### config.mk
export PLATFORM = sky130hd
export DESIGN_NAME = spi_main_arbiter
export DESIGN_NICKNAME = d
export VERILOG_FILES = /design/src/rtl/spi_main_arbiter.sv
export SDC_FILE = /design/constraint.sdc
export NUM_CORES = 1
export LEC_CHECK = 0
export BUFFER_PORTS_ARGS = -buffer_cell sky130_fd_sc_hd__buf_2
export CAP_MARGIN = 20
export CORE_UTILIZATION = 47
export DETAILED_ROUTE_END_ITERATION = 7
export HOLD_SLACK_MARGIN = 0.03
export PLACE_DENSITY = 0.74
export SLEW_MARGIN = 20
export SYNTH_ARGS = -nofsm -noshare
export SYNTH_HDL_FRONTEND = slang
export SYNTH_SLANG_ARGS = --single-unit
### constraint.sdc
create_clock -name clk -period 3.8 [get_ports clk]
set_input_delay 1.14 -clock clk [delete_from_list [all_inputs] [get_ports clk]]
set_output_delay 1.14 -clock clk [all_outputs]
set_load 0.01 [all_outputs]
### src/rtl/spi_main_arbiter.sv
// rtl/spi_main_arbiter.sv - SPI main controller sharing one bus among N_REQ requesters
// Round-robin grant, one 8-bit full-duplex transfer per grant, per-subordinate chip selects.
module spi_main_arbiter #(
  parameter int N_REQ   = 4,
  parameter int N_SUB   = 2,
  parameter int CLK_DIV = 4,
  parameter int TW      = 3
) (
  input  logic                  clk,
  input  logic                  reset,
  input  logic [N_REQ-1:0]      req,
  input  logic [N_REQ*8-1:0]    req_data,
  input  logic [N_REQ*TW-1:0]   req_target,
  output logic [N_REQ-1:0]      grant,
  output logic                  busy,
  output logic                  rsp_valid,
  output logic [7:0]            rsp_data,
  output logic [2:0]            rsp_id,
  output logic                  rsp_err,
  output logic                  sclk,
  output logic                  mosi,
  input  logic                  miso,
  output logic [N_SUB-1:0]      cs
);

  localparam logic [2:0] S_IDLE  = 3'd0;
  localparam logic [2:0] S_SETUP = 3'd1;
  localparam logic [2:0] S_SHIFT = 3'd2;
  localparam logic [2:0] S_HOLD  = 3'd3;
  localparam logic [2:0] S_DONE  = 3'd4;
  localparam logic [2:0] S_GAP   = 3'd5;
  localparam int CW = $clog2(CLK_DIV);

  logic [2:0]       state;
  logic [CW-1:0]    cnt;
  logic [3:0]       half;
  logic [7:0]       tx_sr;
  logic [7:0]       rx_sr;
  logic [2:0]       own_id;
  logic             own_err;
  logic [2:0]       rr;
  logic             sel_found;
  logic [2:0]       sel_idx;
  logic [7:0]       sel_data;
  logic [TW-1:0]    sel_tgt;
  logic [N_SUB-1:0] sel_cs;
  logic             sel_in_range;
  logic [3:0]       scan;
  logic             cnt_done;

  assign cnt_done = (cnt == CW'(CLK_DIV - 1));

  // Scan positions rr, rr+1, ... modulo N_REQ; the first active request wins.
  always_comb begin
    sel_found = 1'b0;
    sel_idx   = 3'd0;
    scan      = 4'd0;
    for (int k = 0; k < N_REQ; k++) begin
      scan = 4'(rr) + 4'(k);
      if (scan >= 4'(N_REQ)) scan = scan - 4'(N_REQ);
      for (int i = 0; i < N_REQ; i++) begin
        if (!sel_found && scan == 4'(i) && req[i]) begin
          sel_found = 1'b1;
          sel_idx   = 3'(i);
        end
      end
    end
  end

  always_comb begin
    sel_data = 8'h00;
    sel_tgt  = '0;
    for (int i = 0; i < N_REQ; i++) begin
      if (sel_idx == 3'(i)) begin
        sel_data = req_data[8*i +: 8];
        sel_tgt  = req_target[TW*i +: TW];
      end
    end
    sel_in_range = (int'(sel_tgt) < N_SUB);
    sel_cs = '1;
    for (int i = 0; i < N_SUB; i++) begin
      if (int'(sel_tgt) == i) sel_cs[i] = 1'b0;
    end
  end

  // The grant cycle is the IDLE cycle itself, so busy drops for the GAP cycle only.
  assign grant = (!reset && state == S_IDLE && sel_found)
               ? ({{(N_REQ-1){1'b0}}, 1'b1} << sel_idx) : '0;
  assign busy  = !reset && ((state == S_SETUP) || (state == S_SHIFT) ||
                            (state == S_HOLD)  || (state == S_DONE)  ||
                            (state == S_IDLE && sel_found));

  always_ff @(posedge clk) begin
    if (reset) begin
      state     <= S_IDLE;
      cnt       <= '0;
      half      <= 4'd0;
      tx_sr     <= 8'h00;
      rx_sr     <= 8'h00;
      own_id    <= 3'd0;
      own_err   <= 1'b0;
      rr        <= 3'd0;
      sclk      <= 1'b0;
      mosi      <= 1'b0;
      cs        <= '1;
      rsp_valid <= 1'b0;
      rsp_data  <= 8'h00;
      rsp_id    <= 3'd0;
      rsp_err   <= 1'b0;
    end else begin
      rsp_valid <= 1'b0;
      case (state)
        S_IDLE: begin
          if (sel_found) begin
            tx_sr   <= sel_data;
            mosi    <= sel_data[7];
            cs      <= sel_cs;
            own_err <= !sel_in_range;
            own_id  <= sel_idx;
            rr      <= (sel_idx == 3'(N_REQ - 1)) ? 3'd0 : sel_idx + 3'd1;
            cnt     <= '0;
            state   <= S_SETUP;
          end
        end
        S_SETUP: begin
          if (cnt_done) begin
            cnt   <= '0;
            half  <= 4'd0;
            state <= S_SHIFT;
          end else begin
            cnt <= cnt + 1'b1;
          end
        end
        S_SHIFT: begin
          if (cnt_done) begin
            cnt  <= '0;
            half <= half + 4'd1;
            if (!half[0]) begin
              sclk  <= 1'b1;
              rx_sr <= {rx_sr[6:0], miso};
            end else begin
              sclk  <= 1'b0;
              tx_sr <= {tx_sr[6:0], 1'b0};
              mosi  <= tx_sr[6];
              if (half == 4'd15) state <= S_HOLD;
            end
          end else begin
            cnt <= cnt + 1'b1;
          end
        end
        S_HOLD: begin
          if (cnt_done) begin
            cnt       <= '0;
            cs        <= '1;
            rsp_valid <= 1'b1;
            rsp_data  <= own_err ? 8'h00 : rx_sr;
            rsp_id    <= own_id;
            rsp_err   <= own_err;
            state     <= S_DONE;
          end else begin
            cnt <= cnt + 1'b1;
          end
        end
        S_DONE:  state <= S_GAP;
        S_GAP:   state <= S_IDLE;
        default: state <= S_IDLE;
      endcase
    end
  end

endmodule

Word-level counts from Yosys, hierarchy flattened
Index checks and enable logic that the tools add are counted.

word-level totals
  register bits = 48
  input bits = 51
  output and inout port bits = 22

cells by class
  order comparisons = 5
  eq/ne operators = 28
  reduce and logical (&&, ||, !) cells = 78
  bitwise operators = 2
  muxes and demuxes = 74
  add/sub/neg operators = 10
  shifts and indexed selects = 1

operators by type and width
  kind                                                                    number
  3-bit two-way mux                                                       25
  8-bit two-way mux                                                       5
  1-bit logical AND                                                       35
  4-bit by 2-bit == test with 1-bit output (second input constant)        8
  4-bit two-way mux                                                       7
  1-bit two-way mux                                                       24
  7-bit two-way mux                                                       3
  1-bit logical NOT                                                       17
  4-bit by 1-bit == test with 1-bit output (second input constant)        4
  4-bit logical NOT                                                       4
  3-bit by 2-bit == test with 1-bit output (second input constant)        5
  3-bit one-hot mux with 5 select lines                                   1
  7-bit one-hot mux with 2 select lines                                   1
  4-bit by 3-bit >= comparator with 1-bit output (second input constant)  3
  4-bit by 3-bit subtractor with 4-bit output (second input constant)     3
  2-bit inequality test (second input constant)                           5
  3-bit logical NOT                                                       3
  3-bit AND reduction                                                     3
  3-bit by 2-bit adder with 4-bit output (second input constant)          2
  2-bit two-way mux                                                       4
  2-bit one-hot mux with 2 select lines                                   2
  4-bit one-hot mux with 2 select lines                                   1
  2-bit AND reduction                                                     4
  2-bit nonzero test                                                      4
  other kinds (20)                                                        25

Depth between registers and ports, before layout
Gate-level depths: netlist (run 1).

  depth after elaboration = 74
  mapped depth = 18

Worst setup path before layout (run 1)
No wires, ideal clock.

  path kind = input-to-output
  start = input port req[2]
  end = output port grant[3]
  setup slack = -255 ps
  path buffers = 2
  stages on the path = 8
  data arrival time = 2915 ps
  cell sequence = buf_4 a21oi_1 o221a_2 o221ai_2 o221ai_2 ha_1 clkbuf_1 nor3b_1

between the ends
  word-level cells in the longest chain between the ends = 56
  elaborated cells on any way between the ends = 71

RTL lines
  element                                        RTL line  source
  from (decl)                                    11        input logic [N_REQ-1:0] req,
  1-bit logical AND                              62        if (!sel_found && scan == 4'(i) && req[i]) begin
  1-bit two-way mux                              62
  1-bit logical NOT                              62
  1-bit logical AND (2 in series)                62
  1-bit two-way mux                              62
  1-bit logical NOT                              62
  1-bit logical AND (2 in series)                62
  1-bit two-way mux                              62
  [... 37 more ...]                              --
  1-bit logical AND (2 in series)                62
  1-bit two-way mux                              62
  1-bit logical NOT                              62
  1-bit logical AND (2 in series)                62
  3-bit two-way mux *                            62
  via sel_idx[0]                                 43        logic [2:0] sel_idx;
  1-bit by 3-bit << shifter with 4-bit output *  88        ? ({{(N_REQ-1){1'b0}}, 1'b1} << sel_idx) : '0;
  4-bit two-way mux *                            88
  to (decl)                                      14        output logic [N_REQ-1:0] grant,

The timed path passes the listed nets; every way through them passes the cells marked *.

Final worst setup path (run 1)
  start = input port req[0]
  end = output port grant[3]

between the ends
  word-level cells in the longest chain between the ends = 64
  elaborated cells on any way between the ends = 80

RTL lines
  element                                        RTL line
  1-bit logical AND                              62
  1-bit two-way mux                              62
  1-bit logical NOT                              62
  1-bit logical AND (2 in series)                62
  1-bit two-way mux                              62
  1-bit logical NOT                              62
  1-bit logical AND (2 in series)                62
  1-bit two-way mux                              62
  [... 45 more ...]                              --
  1-bit logical AND (2 in series)                62
  1-bit two-way mux                              62
  1-bit logical NOT                              62
  1-bit logical AND (2 in series)                62
  3-bit two-way mux *                            62
  via sel_idx[1]                                 43
  1-bit by 3-bit << shifter with 4-bit output *  88
  4-bit two-way mux *                            88

Marked as above.

==> impl_metrics.env, run 1 <==
export IMPL_outcome="completed"
export IMPL_crit_path_max_incr_delay_ps=250
export IMPL_max_vdd_ir_drop_uv=373
export IMPL_antenna_cells=0
export IMPL_ys_flop_type="dfxtp_1"
export IMPL_insertion_delay_ps=290
export IMPL_io_buffers=71
export IMPL_synth_edff_count=0
export IMPL_drive_above_1_share_pct=28.9
export IMPL_drcViolationCount=0
export IMPL_slowest_stage="a32o_1"
export IMPL_dp_hpwl_um=4330
export IMPL_area_growth_pct=22.8
export IMPL_regToRegStartpoint="rr[0]"
export IMPL_yosysSeqAreaShare_pct=34.6
export IMPL_initial_core_util_pct=50.0
export IMPL_clockRootBuffer="clkbuf_8"
export IMPL_postCtsHoldBufs=0
export IMPL_vias=2605
export IMPL_cpMostUsedCell="buf_2"
export IMPL_cap_violations=0
export IMPL_worstHoldEndpoint="tx_sr[5]"
export IMPL_fin_crit_ps=3730
export IMPL_total_power_uw=1740
export IMPL_hold_start="tx_sr[5]"
export IMPL_critPathRequiredTime_ps=2660
export IMPL_nNetsFinal=455
export IMPL_worstMarginPinSlew_ps=925
export IMPL_io_pins=73
export IMPL_synthCells=330
export IMPL_r2r_slack_ps=510
export IMPL_powerDensity_mw_per_mm2=544
export IMPL_end_kind="primary output"
export IMPL_wl_met1_um=2830
export IMPL_overflow=0
export IMPL_cts_tree="built"
export IMPL_die_h_um=76.4
export IMPL_synth_top_cell_area_share_pct=34.6
export IMPL_firstDrtPassIters=4
export IMPL_syn_area_mm2=0.00260
export IMPL_wl_met2_um=3150
export IMPL_h_tree_depth=2
export IMPL_tns_ps=0
export IMPL_wire_per_inst_um=13.6
export IMPL_period_share_pct=98.1
export IMPL_ys_ff_latch=45
export IMPL_hp_class="flop to flop"
export IMPL_cts_num_sinks=45
export IMPL_viasPerCell=5.61
export IMPL_dieWidth_um=76.4
export IMPL_yosys_warnings=0
export IMPL_reg2reg_depth=16
export IMPL_grt_pass1_wl_um=10600
export IMPL_antenna_found_initial=0
export IMPL_coreArea_mm2=0.00520
export IMPL_path_max_fanout=5
export IMPL_gp_congestion=0.830
export IMPL_synth_area_leaders="dfxtp_1, a21oi_1, nor2_1"
export IMPL_p_leak_uw=0.00137
export IMPL_path_clk_slew_ps=80
export IMPL_wirelength_um=6310
export IMPL_die_area_mm2=0.00584
export IMPL_hold_depth=2
export IMPL_finalSetupViolCount=0
export IMPL_cts_made_buffers=5
export IMPL_top_layer="met4"
export IMPL_drt_iter0_markers=174
export IMPL_grt_pass1_vias=2354
export IMPL_met3_length_um=213
export IMPL_finalHoldViolCount=0
export IMPL_yosysTopAreaCell="dfxtp_1"
export IMPL_skew_ps=4.12
export IMPL_yosysUniqueCellTypes=51
export IMPL_drv_slew=0
export IMPL_detail_route_antenna_nets=0
export IMPL_r2r_end="mosi"
export IMPL_fmax_mhz=268
export IMPL_slew_headroom_pct=38.2
export IMPL_place_ws_ps=-28.6
export IMPL_cp_start_kind="primary input"
export IMPL_row_count=26
export IMPL_fin_ws_ps=71.4
export IMPL_grt_start_max_net_pins=48
export IMPL_syn_avg_cell_area_um2=7.88
export IMPL_async_flop_share_pct=0
export IMPL_grt_use_total_pct=21.7
export IMPL_worstPathArrival_ps=2590
export IMPL_worstSetupPathType="primary input to primary output"
export IMPL_clk_path_buf_depth=2
export IMPL_worstPathCellList="buf_2 > o211ai_1 > buf_4 > a32o_1 > a31oi_4 > inv_1 > ha_2 > nor3b_4 > buf_2"
[flip-flops by register name, summed over array words and instances, names as in the netlist, 2 cells and up]
register,flops
rr,2
rsp_data,8
rsp_id,2
half,4
state,3
rx_sr,8
own_id,2
cnt,2
cs,2
tx_sr,7
[cell usage after synthesis, drive strengths merged, types with 2 or more instances]
cell    count
nor2       38
a21oi      47
nand3      13
a211o       2
nand2      25
or3         2
dfxtp      45
clkbuf     15
a221oi      8
a31oi       4
a22oi       2
ha         10
conb        2
o21ai      16
or2         2
buf        13
o221ai      2
nor2b      12
a221o       8
xor2        2
and4bb      2
and3        3
nor3b      13
inv        12
mux2i       5
nor3       11
[placed cells by master (no fill, tap or decap), drive strengths merged, types with 3 or more instances in the layout]
cell,count
a21oi,47
a221o,8
a221oi,8
a31oi,4
and3,3
buf,82
clkbuf,5
conb,5
dfxtp,45
ha,10
inv,12
mux2i,5
nand2,25
nand3,13
nor2,38
nor2b,12
nor3,11
nor3b,13
o21ai,16
[power breakdown]
group	switching (uW)	internal [uW]	leakage (uW)	total (uW)
registers	66.7	546	0.000366	613
clock network	156	191	0.0000540	347
logic	415	364	0.000955	780
[layer usage]
| layer | global-route usage, % | vias up |
|---|---|---|
| met4 | 7.88 | 0 |
| met5 | 0 | - |
| met2 | 36.9 | 62 |
| li1 | - | 1307 |
| met3 | 3.23 | 11 |
| met1 | 27.7 | 1225 |
[critical path, delay by kind of cell]
family | cells | cell delay, ps
AO/OA/AOI/OAI | 3 | 590
buffers and inverters | 4 | 530
AND/OR/NAND/NOR | 1 | 140
adder cells (fa/ha/maj) | 1 | 180
[through the flow]
stage                     cell area, um^2  hold slack (ps)  instances  util (%)
after floorplan                      2650              437        333         -
after global placement               3010              451        456      57.9
after detailed placement             3010              459        456      57.9
after CTS                            3130              468        463      60.0
after global routing                 3200              484        464      61.4
final                                3200              468        464      61.4
[logic make-up after synthesis]
family / synth area share [%]
compound gates: 25.7
xor+xnor: 0.674
fa+ha+maj: 4.81
buf+inv: 7.36
flops: 34.6
mux: 1.92
other cells: 0.289
simple gates: 24.6
[layout make-up]
class	instances	area (um^2)
Multi-Input combinational cell	248	1620
Clock buffer	5	68.8
Inverter	12	45.0
Sequential cell	45	905
Clock inverter	2	35.0
Tap cell	70	87.6
Timing Repair Buffer	82	438
Fill cell	497	2010
[worst max-delay path by stage]
| stage | startpoint | cells past startpoint | endpoint |
|---|---|---|---|
| finish | req[0] | 9 | grant[3] |
| global route | rr[1] | 12 | grant[0] |
| CTS | req[0] | 9 | grant[0] |
| detailed placement | req[0] | 8 | grant[2] |
| global placement | req[0] | 8 | grant[2] |
| floorplan | req[2] | 8 | grant[3] |
[what timing repair did]
| action | in CTS | in global routing |
|---|---|---|
| resized for setup | 2 | 12 |
| pin swaps | 0 | 4 |
| endpoints found under the setup margin | 3 | 4 |
| setup buffers | 0 | 1 |
Power figures use the tool's default switching activity.
==> run 2, diff against run 1 <==
CORE_UTILIZATION = 52   (was 47)
PLACE_DENSITY = 0.78   (was 0.74)
clock period = 4 ns   (was 3.8 ns; I/O delays follow)
==> run 2 against run 1 <==
Compared with the run above: via count down 2.1%; cell count is 0.65% lower; flip-flop and latch count stayed put.
==> impl_metrics.env, run 2 (synthesized netlist as in run 1, its figures left out) <==
export IMPL_drcViolationCount=0
export IMPL_antenna_found_initial=0
export IMPL_path_max_fanout=4
export IMPL_fmax_mhz=258
export IMPL_period_share_pct=97.0
export IMPL_cp_start_kind="primary input"
export IMPL_finalHoldViolCount=0
export IMPL_drive_above_1_share_pct=27.7
export IMPL_wirelength_um=6090
export IMPL_placed_area_mm2=0.00298
export IMPL_drt_iter0_markers=119
export IMPL_postCtsHoldBufs=0
export IMPL_reg2reg_depth=15
export IMPL_viasPerCell=5.53
export IMPL_worstPathCellList="buf_2 > inv_1 > o221a_2 > buf_4 > a31oi_2 > buf_4 > ha_1 > nor3b_2 > buf_2"
export IMPL_layout_commonest_cell="buf_2"
export IMPL_die_area_mm2=0.00529
export IMPL_dieWidth_um=72.7
export IMPL_final_cell_mix="buf_2, a21oi_1, dfxtp_1"
export IMPL_worstHoldEndpoint="tx_sr[2]"
export IMPL_worstPathArrival_ps=2680
export IMPL_clk_path_buf_depth=2
export IMPL_clockRootBuffer="clkbuf_8"
export IMPL_nNetsFinal=454
export IMPL_skew_ps=7.10
export IMPL_crit_buf_inv=5
export IMPL_max_vdd_ir_drop_uv=493
export IMPL_grt_pass1_wl_um=10100
export IMPL_r2r_end="tx_sr[3]"
export IMPL_cts_made_buffers=5
export IMPL_place_ws_ps=79.3
export IMPL_io_buffers=71
export IMPL_coreArea_mm2=0.00475
export IMPL_path_clk_slew_ps=80
export IMPL_vias=2550
export IMPL_r2r_slack_ps=550
export IMPL_h_tree_depth=2
export IMPL_multi_input_area_mm2=0.00154
export IMPL_critPathRequiredTime_ps=2800
export IMPL_crit_family="buffers and inverters"
export IMPL_hold_depth=2
export IMPL_gp_congestion=0.845
export IMPL_dp_hpwl_um=4260
export IMPL_regToRegStartpoint="rr[1]"
export IMPL_row_count=25
export IMPL_hp_class="flop to flop"
export IMPL_overflow=0
export IMPL_insertion_delay_ps=300
export IMPL_worstSetupPathType="primary input to primary output"
export IMPL_grt_start_max_net_pins=48
export IMPL_finalSetupViolCount=0
export IMPL_drv_slew=0
export IMPL_fin_crit_ps=3880
export IMPL_grt_pass1_vias=2341
export IMPL_die_h_um=72.7
export IMPL_final_area_mm2=0.00311
export IMPL_detail_route_antenna_nets=0
export IMPL_seqCellArea_um2=903
export IMPL_p_leak_uw=0.00136
export IMPL_fillers=451
export IMPL_worstMarginPinSlew_ps=932
export IMPL_outcome="completed"
export IMPL_initial_core_util_pct=54.7
export IMPL_slew_headroom_pct=37.7
export IMPL_area_growth_pct=19.5
export IMPL_cts_tree="built"
export IMPL_crit_path_max_incr_delay_ps=300
export IMPL_end_kind="primary output"
export IMPL_powerDensity_mw_per_mm2=509
export IMPL_top_regs="rsp_data: 8 flops, rx_sr: 8 flops, tx_sr: 7 flops"
export IMPL_grt_use_total_pct=24.2
export IMPL_cap_violations=0
export IMPL_wire_per_inst_um=13.2
export IMPL_fin_ws_ps=121
export IMPL_hold_start="tx_sr[2]"
export IMPL_slowest_stage="o221a_2"
export IMPL_cts_num_sinks=45
export IMPL_antenna_cells=0
export IMPL_firstDrtPassIters=6
export IMPL_io_pins=73
run 2: changes by cell type in the layout (fill, tap and decap cells not counted), moves of 2 or more:
cell      change
clkbuf_8      +2
o221ai_4      -2
ha_2          -3
ha_1          +3
o221ai_2      +2
dfxtp_2       +2
nor3b_4       -2
run 2: worst max-delay path by stage:
stage | startpoint | to | slack, ps | cells after the start
after floorplan | req[2] | grant[3] | 10 | 8
after global placement | req[2] | grant[0] | 150 | 9
after detailed placement | req[2] | grant[0] | 80 | 9
after CTS | rr[0] | grant[0] | 70 | 12
after global routing | req[3] | grant[1] | -30 | 9
final | req[3] | grant[1] | 120 | 9
run 2: final cells by class:
class,instances,area share (%)
clock buffer,7,3.10
clock inverter,1,0.161
inverter,12,1.45
multi-input combinational,248,49.7
sequential,45,29.1
tap,67,2.70
timing repair buffer,81,13.8
run 2: per-layer routing:
metal  track usage, %  share of wire [%]
met5                0                  0
met4             10.7                1.2
met3             4.28                3.8
met2             41.4                 49
met1             29.6                 46
run 2: timing repair:
| item | in CTS | in global routing |
|---|---|---|
| gates resized for setup | 0 | 4 |
| endpoints found under the setup margin | 0 | 4 |
| setup buffers | 0 | 2 |
| hold endpoints to repair | 0 | 0 |
run 2: power by group:
part           internal (uW)  total (uW)  leakage (uW)  switching [uW]
combinational            320         686      0.000937             366
sequential               519         589      0.000366            70.7
clock                    156         307     0.0000542             151
run 2: through the flow:
| step | hold WS (ps) | setup TNS (ps) | std cells | utilization, % | total power [uW] |
|---|---|---|---|---|---|
| after floorplan | 437 | 0 | 333 | - | 1110 |
| after global placement | 449 | 0 | 451 | 62.7 | 1240 |
| after detailed placement | 457 | 0 | 451 | 62.7 | 1260 |
| after CTS | 468 | 0 | 459 | 64.8 | 1560 |
| after global routing | 493 | -28.0 | 461 | 65.4 | 1700 |
| final | 466 | 0 | 461 | 65.4 | 1580 |
run 2: worst reg2reg max path, cell delays in order, from the launching register on:
cell and delay (ps):
dfxtp_2 390, nand2_2 150, inv_2 60, ha_1 190
o211ai_1 330, a32o_1 240, a31oi_2 120, buf_4 160
ha_1 180, buf_4 180, nor2b_1 460, a221oi_1 160
nor3_1 210, a21oi_1 90, a221o_1 310, a21oi_1 150
